===== config.mk =====
export PLATFORM = sky130hd
export DESIGN_NAME = count_monitor
export DESIGN_NICKNAME = d
export VERILOG_FILES = /design/src/rtl/count_monitor_pkg.sv /design/src/rtl/hex_decoder.sv /design/src/rtl/count_monitor.sv
export SDC_FILE = /design/constraint.sdc
export NUM_CORES = 1
export LEC_CHECK = 0
export BUFFER_PORTS_ARGS = -buffer_cell sky130_fd_sc_hd__buf_2
export CORE_MARGIN = 8
export CORE_UTILIZATION = 50
export DETAILED_ROUTE_END_ITERATION = 10
export HOLD_SLACK_MARGIN = 0.15
export PLACE_DENSITY = 0.71
export SLEW_MARGIN = 20
export SYNTH_ARGS = -nofsm -noshare
export SYNTH_HDL_FRONTEND = slang
export SYNTH_SLANG_ARGS = --single-unit

===== constraint.sdc =====
create_clock -name clk -period 2.8 [get_ports clk]
set_clock_uncertainty 0.2 [all_clocks]
set_input_delay 0.14 -clock clk [delete_from_list [all_inputs] [get_ports clk]]
set_output_delay 0.14 -clock clk [all_outputs]
set_load 0.01 [all_outputs]

===== src/rtl/count_monitor_pkg.sv =====
// rtl/count_monitor_pkg.sv - shared FSM encoding and seven-segment constants for count_monitor
package count_monitor_pkg;

  typedef enum logic {
    ST_INIT  = 1'b0,
    ST_TRACK = 1'b1
  } state_t;

  localparam logic [6:0] SEG_BLANK = 7'b1111111;

  // Active-low segments, bit order gfedcba as wired on the DE1-SoC HEX digits.
  localparam logic [15:0][6:0] SEG_TABLE = {
    7'b0001110,  // F
    7'b0000110,  // E
    7'b0100001,  // d
    7'b1000110,  // C
    7'b0000011,  // b
    7'b0001000,  // A
    7'b0010000,  // 9
    7'b0000000,  // 8
    7'b1111000,  // 7
    7'b0000010,  // 6
    7'b0010010,  // 5
    7'b0011001,  // 4
    7'b0110000,  // 3
    7'b0100100,  // 2
    7'b1111001,  // 1
    7'b1000000   // 0
  };

endpackage


===== src/rtl/hex_decoder.sv =====
// rtl/hex_decoder.sv - combinational 4-bit to active-low seven-segment decoder
module hex_decoder
  import count_monitor_pkg::*;
(
  input  logic [3:0] i_digit,
  output logic [6:0] o_seg
);

  assign o_seg = SEG_TABLE[i_digit];

endmodule


===== src/rtl/count_monitor.sv =====
// rtl/count_monitor.sv - synchronizes, debounces and sequence-checks an external ripple counter
module count_monitor
  import count_monitor_pkg::*;
#(
  parameter int WIDTH         = 4,
  parameter int STABLE_CYCLES = 8
) (
  input  logic             clk,
  input  logic             reset,
  input  logic [WIDTH-1:0] count_in,
  output logic [WIDTH-1:0] value,
  output logic             valid,
  output logic [6:0]       hex,
  output logic             seq_err,
  output logic [7:0]       err_count,
  output logic [7:0]       wraps
);

  localparam logic [7:0] STAB_MAX = 8'(STABLE_CYCLES - 1);
  localparam logic [7:0] STAB_PRE = 8'(STABLE_CYCLES - 2);

  logic [WIDTH-1:0] r_s1, r_s2, r_cand, r_value;
  logic [7:0]       r_stab, r_err_count, r_wraps;
  logic             r_fresh, r_valid, r_seq_err;
  logic [6:0]       r_hex;
  state_t           r_state, w_state_next;

  logic             w_accept, w_load, w_err_inc, w_wrap_inc;
  logic [WIDTH-1:0] w_exp;
  logic [6:0]       w_seg;

  // r_fresh marks the single cycle after stab first reaches its ceiling,
  // so a long-held value produces exactly one accept.
  always_ff @(posedge clk) begin
    if (reset) begin
      r_s1    <= '0;
      r_s2    <= '0;
      r_cand  <= '0;
      r_stab  <= '0;
      r_fresh <= 1'b0;
    end else begin
      r_s1 <= count_in;
      r_s2 <= r_s1;
      if (r_s2 != r_cand) begin
        r_cand  <= r_s2;
        r_stab  <= '0;
        r_fresh <= 1'b0;
      end else if (r_stab < STAB_MAX) begin
        r_stab  <= r_stab + 8'd1;
        r_fresh <= (r_stab == STAB_PRE);
      end else begin
        r_fresh <= 1'b0;
      end
    end
  end

  assign w_accept = r_fresh && ((r_state == ST_INIT) || (r_cand != r_value));
  assign w_exp    = r_value + WIDTH'(1);

  always_ff @(posedge clk) begin
    if (reset) r_state <= ST_INIT;
    else       r_state <= w_state_next;
  end

  always_comb begin
    w_state_next = r_state;
    w_load       = 1'b0;
    w_err_inc    = 1'b0;
    w_wrap_inc   = 1'b0;
    case (r_state)
      ST_INIT: begin
        if (w_accept) begin
          w_load       = 1'b1;
          w_state_next = ST_TRACK;
        end
      end
      ST_TRACK: begin
        if (w_accept) begin
          w_load = 1'b1;
          if (r_cand == w_exp) w_wrap_inc = (r_cand == '0);
          else                 w_err_inc  = 1'b1;
        end
      end
      default: w_state_next = ST_INIT;
    endcase
  end

  always_ff @(posedge clk) begin
    if (reset) begin
      r_value     <= '0;
      r_valid     <= 1'b0;
      r_seq_err   <= 1'b0;
      r_err_count <= '0;
      r_wraps     <= '0;
    end else begin
      r_valid <= w_load;
      if (w_load) r_value <= r_cand;
      if (w_err_inc) begin
        r_seq_err <= 1'b1;
        if (r_err_count != 8'hFF) r_err_count <= r_err_count + 8'd1;
      end
      if (w_wrap_inc) r_wraps <= r_wraps + 8'd1;
    end
  end

  hex_decoder u_hex (
    .i_digit (r_value[3:0]),
    .o_seg   (w_seg)
  );

  always_ff @(posedge clk) begin
    if (reset)                     r_hex <= SEG_BLANK;
    else if (r_state == ST_INIT)   r_hex <= SEG_BLANK;
    else                           r_hex <= w_seg;
  end

  assign value     = r_value;
  assign valid     = r_valid;
  assign hex       = r_hex;
  assign seq_err   = r_seq_err;
  assign err_count = r_err_count;
  assign wraps     = r_wraps;

endmodule

# After elaboration in Yosys (flattened, before gate mapping)
# Memory sizes are Yosys's and may differ from the RTL's. A register that Yosys moved wholly into a read port is not among the register bits.
# Cells that the tools add are included.
[totals]
reg_bits = 44
mem_bits_ro = 112
output_inout_bits = 29
n_memories = 1
[mem_list]
columns = ["memory", "words", "width", "rd", "rd_clocked_by_memory_dff", "wr", "line_no", "rtl"]
rows = [
  ["(no name shown)", 16, 7, 1, 1, 0, "hex_decoder.sv:9", "assign o_seg = SEG_TABLE[i_digit];"],
]
[op_classes]
addsub = 4
n_lt_le_gt_ge = 1
n_eq_ne = 5
mux = 8
bitwise = 2
n_reduce_logical = 7
[ops]
columns = ["cell", "n"]
rows = [
  ["$add A8 B1 Y8 const B", 3],
  ["$eq A8 B3 Y1 const B", 1],
  ["$lt A8 B3 Y1 const B", 1],
  ["$mux W1", 8],
  ["$ne A4 B4 Y1", 2],
  ["$ne A8 B8 Y1 const B", 1],
  ["$add A4 B1 Y4 const B", 1],
  ["$eq A4 B4 Y1", 1],
  ["$logic_not A4 Y1", 1],
  ["$reduce_or A2 Y1", 2],
  ["$reduce_or A3 Y1", 1],
  ["$not A1 Y1", 2],
  ["$reduce_and A2 Y1", 1],
  ["$logic_and A1 B1 Y1", 1],
  ["$logic_or A1 B1 Y1", 1],
]

# Depth between registers and ports, before layout
# Gate-level depths: netlist (run 1).
[logic_depth]
ltp_word = 6
mapped_depth = 9
mapped_depth_nobuf = 7

# Hierarchy
# A second synthesis (run 1) with hierarchy kept.
[hier_totals]
hier_cells = 244
hier_area_um2 = 2288.4
[by_module_without_submodules]
columns = ["module", "instances", "cells_each", "area_each_um2", "seq_area_each_um2"]
rows = [
  ["count_monitor", 1, 212, 2013.2, 1021.0],
  ["hex_decoder", 1, 32, 275.3, 0.0],
]

# Worst setup path after synthesis (run 1)
# Ideal clock, no wire load.
[synth_timing]
kind = "register to register"
start = "register r_value[0] (netlist: value[0])"
end = "register r_wraps[6] (netlist: wraps[6])"
setup_ns = 0.115
arrival_time_ns = 2.742
setup_slack_ns = -0.257
path_stages_with_launch = 10
period_less_slack_ns = 3.057
cell_sequence = "dfxtp_1 -> clkbuf_1 -> inv_1 -> ha_1 -> xor2_1 -> or3_4 -> or4_4 -> buf_6 -> o31a_1 -> o21ba_2"
[synth_via]
elab_chain_cells = 5
elab_cells_between_ends = 8
[synth_lines]
columns = ["element", "line_no", "rtl"]
rows = [
  ["start: declaration", "count_monitor.sv:22", "logic [WIDTH-1:0] r_s1, r_s2, r_cand, r_value;"],
  ["start signal: assignment", "count_monitor.sv:97", "if (w_load) r_value <= r_cand;"],
  ["$add A4 B1 Y4 or $ne A4 B4 Y1 (tied branches)", "count_monitor.sv:58, count_monitor.sv:57", ""],
  ["$eq A4 B4 Y1 or $logic_or A1 B1 Y1 (tied branches)", "count_monitor.sv:80, count_monitor.sv:57", ""],
  ["$mux W1 or $logic_and A1 B1 Y1 (tied branches)", "count_monitor.sv:80, count_monitor.sv:57", ""],
  ["$mux W1 *", "count_monitor.sv:78", "if (w_accept) begin"],
  ["$mux W1 *", "count_monitor.sv:70", "case (r_state)"],
  ["end signal: assignment", "count_monitor.sv:102", "if (w_wrap_inc) r_wraps <= r_wraps + 8'd1;"],
  ["end: declaration", "count_monitor.sv:23", "logic [7:0] r_stab, r_err_count, r_wraps;"],
]
# Every way passes the cells marked *; elsewhere a longest branch is shown, timed or not.
# A chain may end at the register's enable or synchronous reset.

# Worst setup path after layout (run 1)
[layout_timing]
start = "register r_value[0] (netlist: value[0])"
end = "register r_wraps[4] (netlist: wraps[4])"
# The elaborated chain is that of the path after synthesis.

==> impl_metrics.sql, run 1 <==
INSERT INTO impl_metrics (metric_group, metric, value, unit) VALUES
('power', 'power.clock.fraction', '34.1', '%'),
('cells_and_area', 'insertedDiodeCount', '0', ''),
('sta', 'drv_slew', '0', ''),
('logic_synthesis', 'yosysUniqueCellTypes', '45', ''),
('detailed_routing', 'detailroute.via_count', '1792', ''),
('power', 'peak_supply_drop', '0.344', 'mV'),
('power', 'totalPowerFinal', '1.20', 'mW'),
('critical_path', 'worstPathRequired', '2.83', 'ns'),
('critical_path', 'crit_path_start_kind', 'flop', ''),
('floorplanning', 'die_area', '7040', 'µm²'),
('critical_path', 'timing_worst_setup_path_type', 'reg -> reg', ''),
('global_routing', 'grtUsageTotal', '12.5', '%'),
('detailed_routing', 'detail_route.vias_per_cell', '5.24', ''),
('global_routing', 'largest_net_degree_at_the_start_of_global_routing', '34', ''),
('floorplanning', 'floorplan.die.width', '83.9', 'µm'),
('power', 'sequentialPowerShare', '61.7', '%'),
('sta', 'max_freq', '0.374', 'GHz'),
('floorplanning', 'design.core.area', '4380', 'µm²'),
('clocking', 'worst_skew_pair_latency', '0.30', 'ns'),
('global_routing', 'grt-ovfl-total', '0', ''),
('hold_path', 'hp-start', 'seq_err', ''),
('critical_path', 'critPathCaptureType', 'flop', ''),
('place', 'place.detailed.hpwl', '3.04', 'mm'),
('detailed_routing', 'drt_drc_violations_left', '0', ''),
('power', 'p_int', '0.934', 'mW'),
('floorplanning', 'pin_count', '35', ''),
('critical_path', 'cp.arrival', '2.71', 'ns'),
('detailed_routing', 'route.detailed.wl_per_inst', '12.6', 'µm'),
('cells_and_area', 'commonest_non_fill_non_tap_cell_in_the_layout', 'dfxtp_1', ''),
('global_routing', 'number_of_global_route_vias_before_repair', '1697', ''),
('detailed_routing', 'final_antenna_net_count', '0', ''),
('logic_synthesis', 'postSynth.topFlopCell', 'dfxtp_1', ''),
('cells_and_area', 'mostFrequentLayoutCells', '49 x dfxtp_1, 34 x buf_2, 19 x nor2b_1, 19 x nor2_1, 12 x nand2_1', ''),
('sta', 'max_slew_margin', '65.3', '%'),
('logic_synthesis', 'synth_area_leader_cell', 'dfxtp_1', ''),
('cells_and_area', 'syn2layout_area_growth', '19.9', '%'),
('hold_path', 'timing.hold.worst.class', 'reg -> reg', ''),
('sta', 'worst_pin_slew', '0.515', 'ns'),
('power', 'combinationalPowerShare', '4.2', '%'),
('logic_synthesis', 'synth_nets', '255', ''),
('critical_path', 'crit_path_start', 'value[0]', ''),
('critical_path', 'maximum_fanout_along_the_worst_path', '14', ''),
('floorplanning', 'floorplan.die.height', '83.9', 'µm'),
('cells_and_area', 'final_core_utilization', '63.0', '%'),
('detailed_routing', 'drtPass1Iterations', '4', ''),
('clocking', 'cts_tree', 'done', ''),
('logic_synthesis', 'synthCells', '239', ''),
('run_status', 'run_status', 'finished clean', ''),
('logic_synthesis', 'synth-seq-cells', '51', ''),
('power', 'total_leakage_power', '1.12', 'nW'),
('place', 'preCtsSetupSlack', '0.131', 'ns'),
('power', 'power-per-cell-area', '434', 'nW/µm²'),
('floorplanning', 'fp-row-count', '24', ''),
('logic_synthesis', 'post_synthesis_cell_area', '2300', 'µm²'),
('logic_synthesis', 'part_of_the_yosys_area_used_for_sequential_elements', '44.3', '%'),
('logic_synthesis', 'synth-edff-count', '0', ''),
('logic_synthesis', 'total_number_of_yosys_warnings', '0', ''),
('power', 'total_net_switching_power', '0.266', 'mW'),
('sta', 'setup_violations', '0', ''),
('cells_and_area', 'layout.nets', '305', ''),
('sta', 'finalWorstPathRequiredPeriod', '2.67', 'ns'),
('cells_and_area', 'fillers', '397', ''),
('sta', 'fin_hold_ws', '0.245', 'ns'),
('clocking', 'cts_max_level', '2', ''),
('clocking', 'clk_pin_slew', '0.09', 'ns'),
('global_routing', 'initial_antenna_violation_count', '0', ''),
('floorplanning', 'starting_utilization_of_the_core_area', '52.6', '%'),
('detailed_routing', 'drt-total-wl', '4.30', 'mm'),
('cells_and_area', 'drive_gt1_share', '23.4', '%'),
('global_routing', 'grt_pass1_wl', '7.37', 'mm'),
('job', 'cap_viol_max_count', '0', '');
-- layout make-up --
cell class              instances  area, µm²  share of cell area (%)
repair buffers                 54        343                    12.4
flip-flops and latches         51       1030                    37.2
multi-input cells             169       1210                    43.7
clock buffers                   6       72.6                    2.63
clock inverters                 2       12.5                   0.453
inverters                       8       33.8                    1.22
well taps                      52       65.1                    2.35
-- registers in the layout, indices dropped and copies added (netlist names) --
signal / cells
r_cand: 4
wraps: 8
hex: 7
value: 4
r_s2: 4
valid: 1
r_stab: 8
err_count: 8
seq_err: 1
r_state: 1
r_fresh: 1
r_s1: 4
-- layer usage --
metal | GRT usage [%] | share of wire, % | vias to the layer above
li1 | - | - | 929
met1 | 13.5 | 46 | 831
met2 | 20.6 | 47 | 26
met3 | 4.59 | 5.2 | 6
met4 | 6.44 | 1.7 | 0
met5 | 0 | 0 | -
-- synthesized netlist by cell type (all sizes together) (5+ instances only) --
library cell / number
a21oi: 10
and2: 5
clkbuf: 8
dfxtp: 51
ha: 10
inv: 8
mux2: 5
mux2i: 9
nand2: 12
nand3: 8
nor2: 19
nor2b: 19
nor4: 5
o21ai: 8
or3: 7
xnor2: 5
xor2: 8
-- repair_timing --
action | CTS | global route
gates resized for setup | 0 | 1
endpoints found under the setup margin | 0 | 3
setup buffers | 0 | 4
hold endpoints to repair | 17 | 0
hold buffers | 9 | 0
-- metrics by stage --
stage,cell area [µm²],cells
after detailed placement,2560,321
after global routing,2760,342
after floorplan,2340,239
after global placement,2560,321
after CTS,2730,338
final,2760,342
-- cell families (layout without fill, tap and decap cells) --
| kind of cell | Yosys count | in the layout | synth area share [%] |
|---|---|---|---|
| AND/OR/NAND/NOR | 96 | 96 | 23.4 |
| flip-flops | 51 | 51 | 44.3 |
| AO/OA/AOI/OAI | 34 | 34 | 9.61 |
| buffers and inverters | 19 | 70 | 3.80 |
| multiplexers | 15 | 15 | 7.49 |
| XOR/XNOR | 14 | 14 | 5.97 |
| adder cells (fa/ha/maj) | 10 | 10 | 5.43 |
-- path summary, 6_finish.rpt --
path | endpoint | slack (ns) | cells after the start
worst max-delay path | wraps[4] | 0.13 | 7
worst min-delay path | seq_err | 0.24 | 2
worst max register to register | wraps[4] | 0.13 | 7
worst min register to register | seq_err | 0.24 | 2
-- power by group through the flow --
stage | logic [mW] | registers (mW) | clock network (mW)
floorplan | 0.0313 | 0.755 | 0
global placement | 0.0405 | 0.757 | 0
detailed placement | 0.0412 | 0.758 | 0
CTS | 0.0508 | 0.740 | 0.432
global route | 0.0572 | 0.741 | 0.450
finish | 0.0504 | 0.739 | 0.410
-- critical path: stages (launching register included) --
cell and delay (ns):
dfxtp_4 0.42, clkinvlp_4 0.16, ha_4 0.25, xor2_1 0.15
or3_4 0.39, or4_4 0.51, or3_1 0.37, a21oi_1 0.15
Note: power is estimated with default switching activity, not from simulation.
==> run 2, diff against run 1 <==
CORE_ASPECT_RATIO = 0.7   (was default)
==> run 2 against run 1 <==
  * Global-route usage up 0.086 points
  * First-iteration DRC count up 46%
  * Combinational power down 12%
  * Sequential power about the same
  * Cell count down 1.5%
  * Fmax up 0.88%
  * Hold slack worse by 0.065 ns
  * Via count down 3.2%
  * Setup slack better by 0.023 ns
  * Clock power about the same
==> impl_metrics.sql, run 2 (synthesis results as in run 1) <==
INSERT INTO impl_metrics (metric_group, metric, value, unit) VALUES
('place', 'place.detailed.hpwl', '3.15', 'mm'),
('critical_path', 'worstPathRequired', '2.83', 'ns'),
('critical_path', 'cp_slowest_stage_delay', '0.51', 'ns'),
('clocking', 'worst_skew_pair_latency', '0.30', 'ns'),
('sta', 'grt_setup_unrepaired', 'false', ''),
('cells_and_area', 'multi_input_area', '1210', 'µm²'),
('sta', 'fin_setup_tns', '0', 'ns'),
('detailed_routing', 'drtPass1Iterations', '4', ''),
('power', 'totalPowerFinal', '1.19', 'mW'),
('cells_and_area', 'fillers', '378', ''),
('critical_path', 'cp_cell_sequence', 'clkinvlp_4 > ha_4 > xor2_1 > or3_4 > or4_4 > or3_1 > a21oi_1', ''),
('cells_and_area', 'layout.nets', '297', ''),
('floorplanning', 'design.core.area', '4380', 'µm²'),
('run_status', 'run_status', 'finished clean', ''),
('power', 'power-per-cell-area', '442', 'nW/µm²'),
('cells_and_area', 'insertedDiodeCount', '0', ''),
('sta', 'drv_slew', '0', ''),
('global_routing', 'grt-ovfl-total', '0', ''),
('detailed_routing', 'drt-total-wl', '4.38', 'mm'),
('power', 'peak_supply_drop', '0.423', 'mV'),
('floorplanning', 'floorplan.die.height', '72.8', 'µm'),
('detailed_routing', 'initialDrtViolationCount', '95', ''),
('sta', 'max_slew_margin', '51.6', '%'),
('critical_path', 'timing_worst_setup_path_type', 'reg -> reg', ''),
('job', 'cap_viol_max_count', '0', ''),
('sta', 'finalWorstPathRequiredPeriod', '2.65', 'ns'),
('cells_and_area', 'register_area', '1030', 'µm²'),
('sta', 'worst_pin_slew', '0.726', 'ns'),
('cells_and_area', 'fin_cells', '337', ''),
('sta', 'final_min_period_over_clock_period', '94.7', '%'),
('global_routing', 'grt_pass1_wl', '7.48', 'mm'),
('clocking', 'master_cell_of_the_clock_root_buffer', 'clkbuf_8', ''),
('place', 'portBuffers', '34', ''),
('sta', 'setup_violations', '0', ''),
('critical_path', 'maximum_fanout_along_the_worst_path', '14', ''),
('global_routing', 'number_of_global_route_vias_before_repair', '1596', ''),
('global_routing', 'initial_antenna_violation_count', '0', ''),
('critical_path', 'crit_path_start_kind', 'flop', ''),
('clocking', 'clk_pin_slew', '0.09', 'ns'),
('detailed_routing', 'drt_drc_violations_left', '0', ''),
('place', 'place_area', '2550', 'µm²'),
('place', 'globalplace.congestion', '0.796', ''),
('cells_and_area', 'syn2layout_area_growth', '16.9', '%'),
('cells_and_area', 'layout.cell_area.non_filler', '2700', 'µm²'),
('global_routing', 'grtUsageTotal', '12.5', '%'),
('sta', 'final.setup.worst_slack', '0.150', 'ns'),
('sta', 'max_freq', '0.377', 'GHz'),
('cells_and_area', 'mostFrequentLayoutCells', '49 x dfxtp_1, 34 x buf_2, 19 x nor2b_1, 19 x nor2_1, 12 x nand2_1', ''),
('clocking', 'cts_max_level', '2', ''),
('floorplanning', 'pin_count', '35', ''),
('floorplanning', 'starting_utilization_of_the_core_area', '52.6', '%'),
('place', 'preCtsSetupSlack', '0.132', 'ns'),
('detailed_routing', 'detailroute.via_count', '1734', ''),
('critical_path', 'cpMaxStageDelayCell', 'or4_4', ''),
('clocking', 'number_of_buffers_added_by_the_clock_tree_synthesis_step', '5', ''),
('floorplanning', 'floorplan.die.width', '97.1', 'µm'),
('floorplanning', 'die_area', '7070', 'µm²'),
('detailed_routing', 'detail_route.vias_per_cell', '5.15', ''),
('cells_and_area', 'drive_gt1_share', '23.0', '%'),
('critical_path', 'critPathCaptureType', 'flop', ''),
('place', 'placed_cells', '323', ''),
('sta', 'hold_viol_final', '0', ''),
('clocking', 'max-clock-path-buffers', '2', ''),
('hold_path', 'timing.hold.worst.class', 'in -> reg', ''),
('global_routing', 'largest_net_degree_at_the_start_of_global_routing', '46', ''),
('detailed_routing', 'final_antenna_net_count', '0', ''),
('detailed_routing', 'route.detailed.wl_per_inst', '13.0', 'µm'),
('clocking', 'cts_tree', 'done', ''),
('floorplanning', 'fp-row-count', '20', ''),
('power', 'total_leakage_power', '1.08', 'nW'),
('cells_and_area', 'commonest_non_fill_non_tap_cell_in_the_layout', 'dfxtp_1', ''),
('clocking', 'clock_sinks', '51', ''),
('critical_path', 'cp.arrival', '2.68', 'ns');
[run 2: area by class of cell]
| cell class | count | share of cell area [%] |
|---|---|---|
| clock buffers | 6 | 2.69 |
| inverters | 8 | 1.25 |
| flip-flops and latches | 51 | 38.2 |
| multi-input cells | 169 | 44.8 |
| repair buffers | 46 | 10.0 |
| clock inverters | 2 | 0.464 |
| well taps | 55 | 2.55 |
[run 2: worst paths after layout]
| path | from | to | slack (ns) | cells after the start |
|---|---|---|---|---|
| max reg2reg | value[0] | wraps[4] | 0.15 | 7 |
| min reg2reg | r_s1[0] | r_s2[0] | 0.24 | 1 |
| max | value[0] | wraps[4] | 0.15 | 7 |
| min | reset | r_state | 0.18 | 2 |
[run 2: where the power goes]
part | switching [mW] | total [mW] | leakage (nW) | internal [mW]
clock network | 0.232 | 0.407 | 0.0412 | 0.175
logic | 0.0233 | 0.0446 | 0.622 | 0.0213
registers | 0.00767 | 0.740 | 0.415 | 0.732
total | 0.263 | 1.19 | 1.08 | 0.928
[run 2: through the flow]
step | hold slack (ns) | util [%]
global route | 0.209 | 61.5
finish | 0.180 | 61.5
floorplan | 0.0682 | -
global placement | 0.155 | 58.3
CTS | 0.189 | 61.1
detailed placement | 0.156 | 58.3
[run 2: critical path, delay by kind of cell, from the launching register on]
family                     cells  cell delay, ns
AOI/OAI and AO/OA              1            0.14
xor gates and xnor gates       1            0.15
adders and majority gates      1            0.25
buffers and inverters          1            0.15
DFF                            1            0.42
and+or+nand+nor                3            1.28
[run 2: layer usage]
metal  track usage [%]  share of wire [%]  routed length [µm]
met1              16.2                 51                2250
met3              5.01                5.9                 257
met5                 0                  0                   0
met4              4.58                1.0                  46
met2              18.3                 42                1830
[run 2: repair_timing]
item / in CTS / in global routing
endpoints found under the setup margin: 0 / 2
endpoints found under the hold margin: 4 / 0
buffers inserted: 0 / 2
gates resized for setup: 0 / 1
hold buffers: 4 / 0
==> run 3, diff against run 2 <==
--- a/config.mk
+++ b/config.mk
@@ -11,2 +11,3 @@
 export CORE_UTILIZATION = 50
+export CTS_BUF_LIST = sky130_fd_sc_hd__clkbuf_8 sky130_fd_sc_hd__clkbuf_16
 export DETAILED_ROUTE_END_ITERATION = 10
@@ -14,3 +15,2 @@
 export PLACE_DENSITY = 0.71
-export SLEW_MARGIN = 20
 export SYNTH_ARGS = -nofsm -noshare
==> constraint.sdc (replaced) <==
create_clock -name clk -period 2.8 [get_ports clk]
set_clock_uncertainty 0.2 [all_clocks]
set_input_delay 0.42 -clock clk [delete_from_list [all_inputs] [get_ports clk]]
set_output_delay 0.42 -clock clk [all_outputs]
set_load 0.01 [all_outputs]
==> run 3 against run 2 <==
  * Combinational power is 3% higher
  * Sequential share of layout area decreased by 0.28 points
  * Non-clock buffer count is 1 higher
  * Register-to-register slack worse by 0.04 ns
  * Sequential cell count unchanged
  * Clock power grew 3%
  * Total power is 1.2% higher
  * Hold slack better by 0.052 ns
  * Routed wire length fell by 0.18%
  * Setup slack worse by 0.039 ns
  * Critical path type unchanged
  * Largest cell class unchanged
  * Largest power group unchanged
==> impl_metrics.sql, run 3 (synthesis results as in run 1) <==
INSERT INTO impl_metrics (metric_group, metric, value, unit) VALUES
('clocking', 'clock_sinks', '51', ''),
('cells_and_area', 'mostFrequentLayoutCells', '49 x dfxtp_1, 34 x buf_2, 19 x nor2b_1, 19 x nor2_1, 12 x nand2_1', ''),
('place', 'placed_cells', '324', ''),
('clocking', 'cts_tree', 'done', ''),
('detailed_routing', 'route.detailed.wl_per_inst', '12.9', 'µm'),
('sta', 'max_freq', '0.372', 'GHz'),
('floorplanning', 'starting_utilization_of_the_core_area', '52.6', '%'),
('critical_path', 'cp.buffers_inverters', '1', ''),
('detailed_routing', 'drt-total-wl', '4.38', 'mm'),
('critical_path', 'maximum_fanout_along_the_worst_path', '14', ''),
('power', 'total_net_switching_power', '0.278', 'mW'),
('power', 'power.clock.fraction', '34.8', '%'),
('cells_and_area', 'multi_input_area', '1220', 'µm²'),
('run_status', 'run_status', 'finished clean', ''),
('detailed_routing', 'drt_drc_violations_left', '0', ''),
('floorplanning', 'floorplan.die.width', '97.1', 'µm'),
('global_routing', 'number_of_global_route_vias_before_repair', '1645', ''),
('cells_and_area', 'commonest_non_fill_non_tap_cell_in_the_layout', 'dfxtp_1', ''),
('clocking', 'max-clock-path-buffers', '2', ''),
('cells_and_area', 'layout.cell_area.non_filler', '2720', 'µm²'),
('clocking', 'number_of_buffers_added_by_the_clock_tree_synthesis_step', '5', ''),
('global_routing', 'largest_net_degree_at_the_start_of_global_routing', '31', ''),
('floorplanning', 'design.core.area', '4380', 'µm²'),
('power', 'peak_supply_drop', '0.334', 'mV'),
('sta', 'worst_pin_slew', '0.633', 'ns'),
('place', 'globalplace.congestion', '0.797', ''),
('critical_path', 'crit_path_start_kind', 'flop', ''),
('power', 'total_leakage_power', '1.08', 'nW'),
('critical_path', 'timing_worst_setup_path_type', 'reg -> reg', ''),
('clocking', 'master_cell_of_the_clock_root_buffer', 'clkbuf_8', ''),
('critical_path', 'cp_cell_sequence', 'clkinvlp_4 > ha_4 > xor2_1 > or3_4 > or4_4 > or3_4 > a21oi_2', ''),
('detailed_routing', 'initialDrtViolationCount', '108', ''),
('critical_path', 'cp_slowest_stage_delay', '0.52', 'ns'),
('clocking', 'cts_max_level', '2', ''),
('cells_and_area', 'fin_cells', '338', ''),
('critical_path', 'crit_path_start', 'value[0]', ''),
('place', 'place_area', '2560', 'µm²'),
('place', 'portBuffers', '34', ''),
('sta', 'setup_violations', '0', ''),
('hold_path', 'hp-start', 'r_s1[0]', ''),
('critical_path', 'critPathCaptureType', 'flop', ''),
('sta', 'max_slew_margin', '57.4', '%'),
('power', 'power-per-cell-area', '444', 'nW/µm²'),
('power', 'combinationalPowerShare', '3.8', '%'),
('place', 'place.detailed.hpwl', '3.05', 'mm'),
('cells_and_area', 'drive_gt1_share', '24.4', '%'),
('power', 'swShare', '23.0', '%'),
('critical_path', 'path_delay_family', 'simple AND/OR/NAND/NOR gates', ''),
('detailed_routing', 'detailroute.via_count', '1752', ''),
('critical_path', 'worst_path_most_repeated_cell', 'or3_4', ''),
('global_routing', 'grtUsageTotal', '12.7', '%'),
('floorplanning', 'fp-row-count', '20', ''),
('global_routing', 'initial_antenna_violation_count', '0', ''),
('floorplanning', 'pin_count', '35', ''),
('global_routing', 'grt_pass1_wl', '7.49', 'mm'),
('cells_and_area', 'fillers', '357', ''),
('cells_and_area', 'syn2layout_area_growth', '17.8', '%'),
('detailed_routing', 'drtPass1Iterations', '4', ''),
('floorplanning', 'die_area', '7070', 'µm²'),
('global_routing', 'grt-ovfl-total', '0', ''),
('critical_path', 'worstPathRequired', '2.84', 'ns'),
('critical_path', 'cp.arrival', '2.73', 'ns'),
('clocking', 'clk_pin_slew', '0.09', 'ns'),
('sta', 'grt_setup_unrepaired', 'false', ''),
('cells_and_area', 'layout.nets', '298', ''),
('sta', 'drv_slew', '0', ''),
('sta', 'fin_hold_ws', '0.232', 'ns'),
('detailed_routing', 'detail_route.vias_per_cell', '5.18', ''),
('clocking', 'worst_skew_pair_latency', '0.31', 'ns'),
('critical_path', 'r2r_start', 'value[0]', ''),
('hold_path', 'timing.hold.worst.class', 'reg -> reg', ''),
('power', 'sequentialPowerShare', '61.3', '%'),
('cells_and_area', 'insertedDiodeCount', '0', ''),
('cells_and_area', 'register_area', '1030', 'µm²'),
('sta', 'final_min_period_over_clock_period', '96.1', '%'),
('critical_path', 'cpMaxStageDelayCell', 'or4_4', ''),
('sta', 'finalWorstPathRequiredPeriod', '2.69', 'ns'),
('power', 'p_int', '0.929', 'mW'),
('detailed_routing', 'final_antenna_net_count', '0', ''),
('sta', 'fin_setup_tns', '0', 'ns'),
('sta', 'hold_viol_final', '0', ''),
('job', 'cap_viol_max_count', '0', ''),
('floorplanning', 'floorplan.die.height', '72.8', 'µm');
## run 3: metal layers
metal	GRT usage, %	wire [µm]
met1	16.3	2290
met2	18.4	1750
met3	5.01	278
met4	5.09	57
met5	0	0
## run 3: worst register-to-register path, delay by kind of cell (launching register included)
kind	cells	cell delay [ns]
compound gates	1	0.13
xor+xnor	1	0.15
fa+ha+maj	1	0.24
buf+inv	1	0.16
flops	1	0.43
simple gates	3	1.31
## run 3: worst paths after layout
path | endpoint | slack, ns | cells after the start
worst min-delay path | r_s2[0] | 0.23 | 1
worst max register to register | wraps[4] | 0.11 | 7
worst max-delay path | wraps[4] | 0.11 | 7
worst min register to register | r_s2[0] | 0.23 | 1
## run 3: area by class of cell
| class | count | share of cell area [%] |
|---|---|---|
| Clock buffer | 5 | 2.53 |
| Clock inverter | 3 | 0.737 |
| Inverter | 8 | 1.24 |
| Multi-Input combinational cell | 169 | 44.8 |
| Sequential cell | 51 | 37.9 |
| Tap cell | 55 | 2.53 |
| Timing Repair Buffer | 47 | 10.2 |
## run 3: stage by stage
step	setup WS, ns	total power [mW]	util (%)
floorplan	0.0911	0.787	-
global placement	0.198	0.799	58.5
detailed placement	0.123	0.799	58.5
CTS	0.0927	1.22	61.4
global route	0.00899	1.26	62.0
finish	0.110	1.21	62.0
## run 3: timing repair
| item | CTS | global route |
|---|---|---|
| endpoints found under the setup margin | 0 | 3 |
| gates resized for setup | 0 | 3 |
| hold endpoints to repair | 4 | 0 |
| hold buffers | 4 | 0 |
| buffers inserted | 0 | 2 |
## run 3: power by group through the flow
stage | Clock [mW] | Sequential, mW | Combinational (mW)
floorplan | 0 | 0.755 | 0.0313
global placement | 0 | 0.758 | 0.0414
detailed placement | 0 | 0.758 | 0.0418
CTS | 0.436 | 0.741 | 0.0461
global route | 0.471 | 0.742 | 0.0519
finish | 0.420 | 0.740 | 0.0460
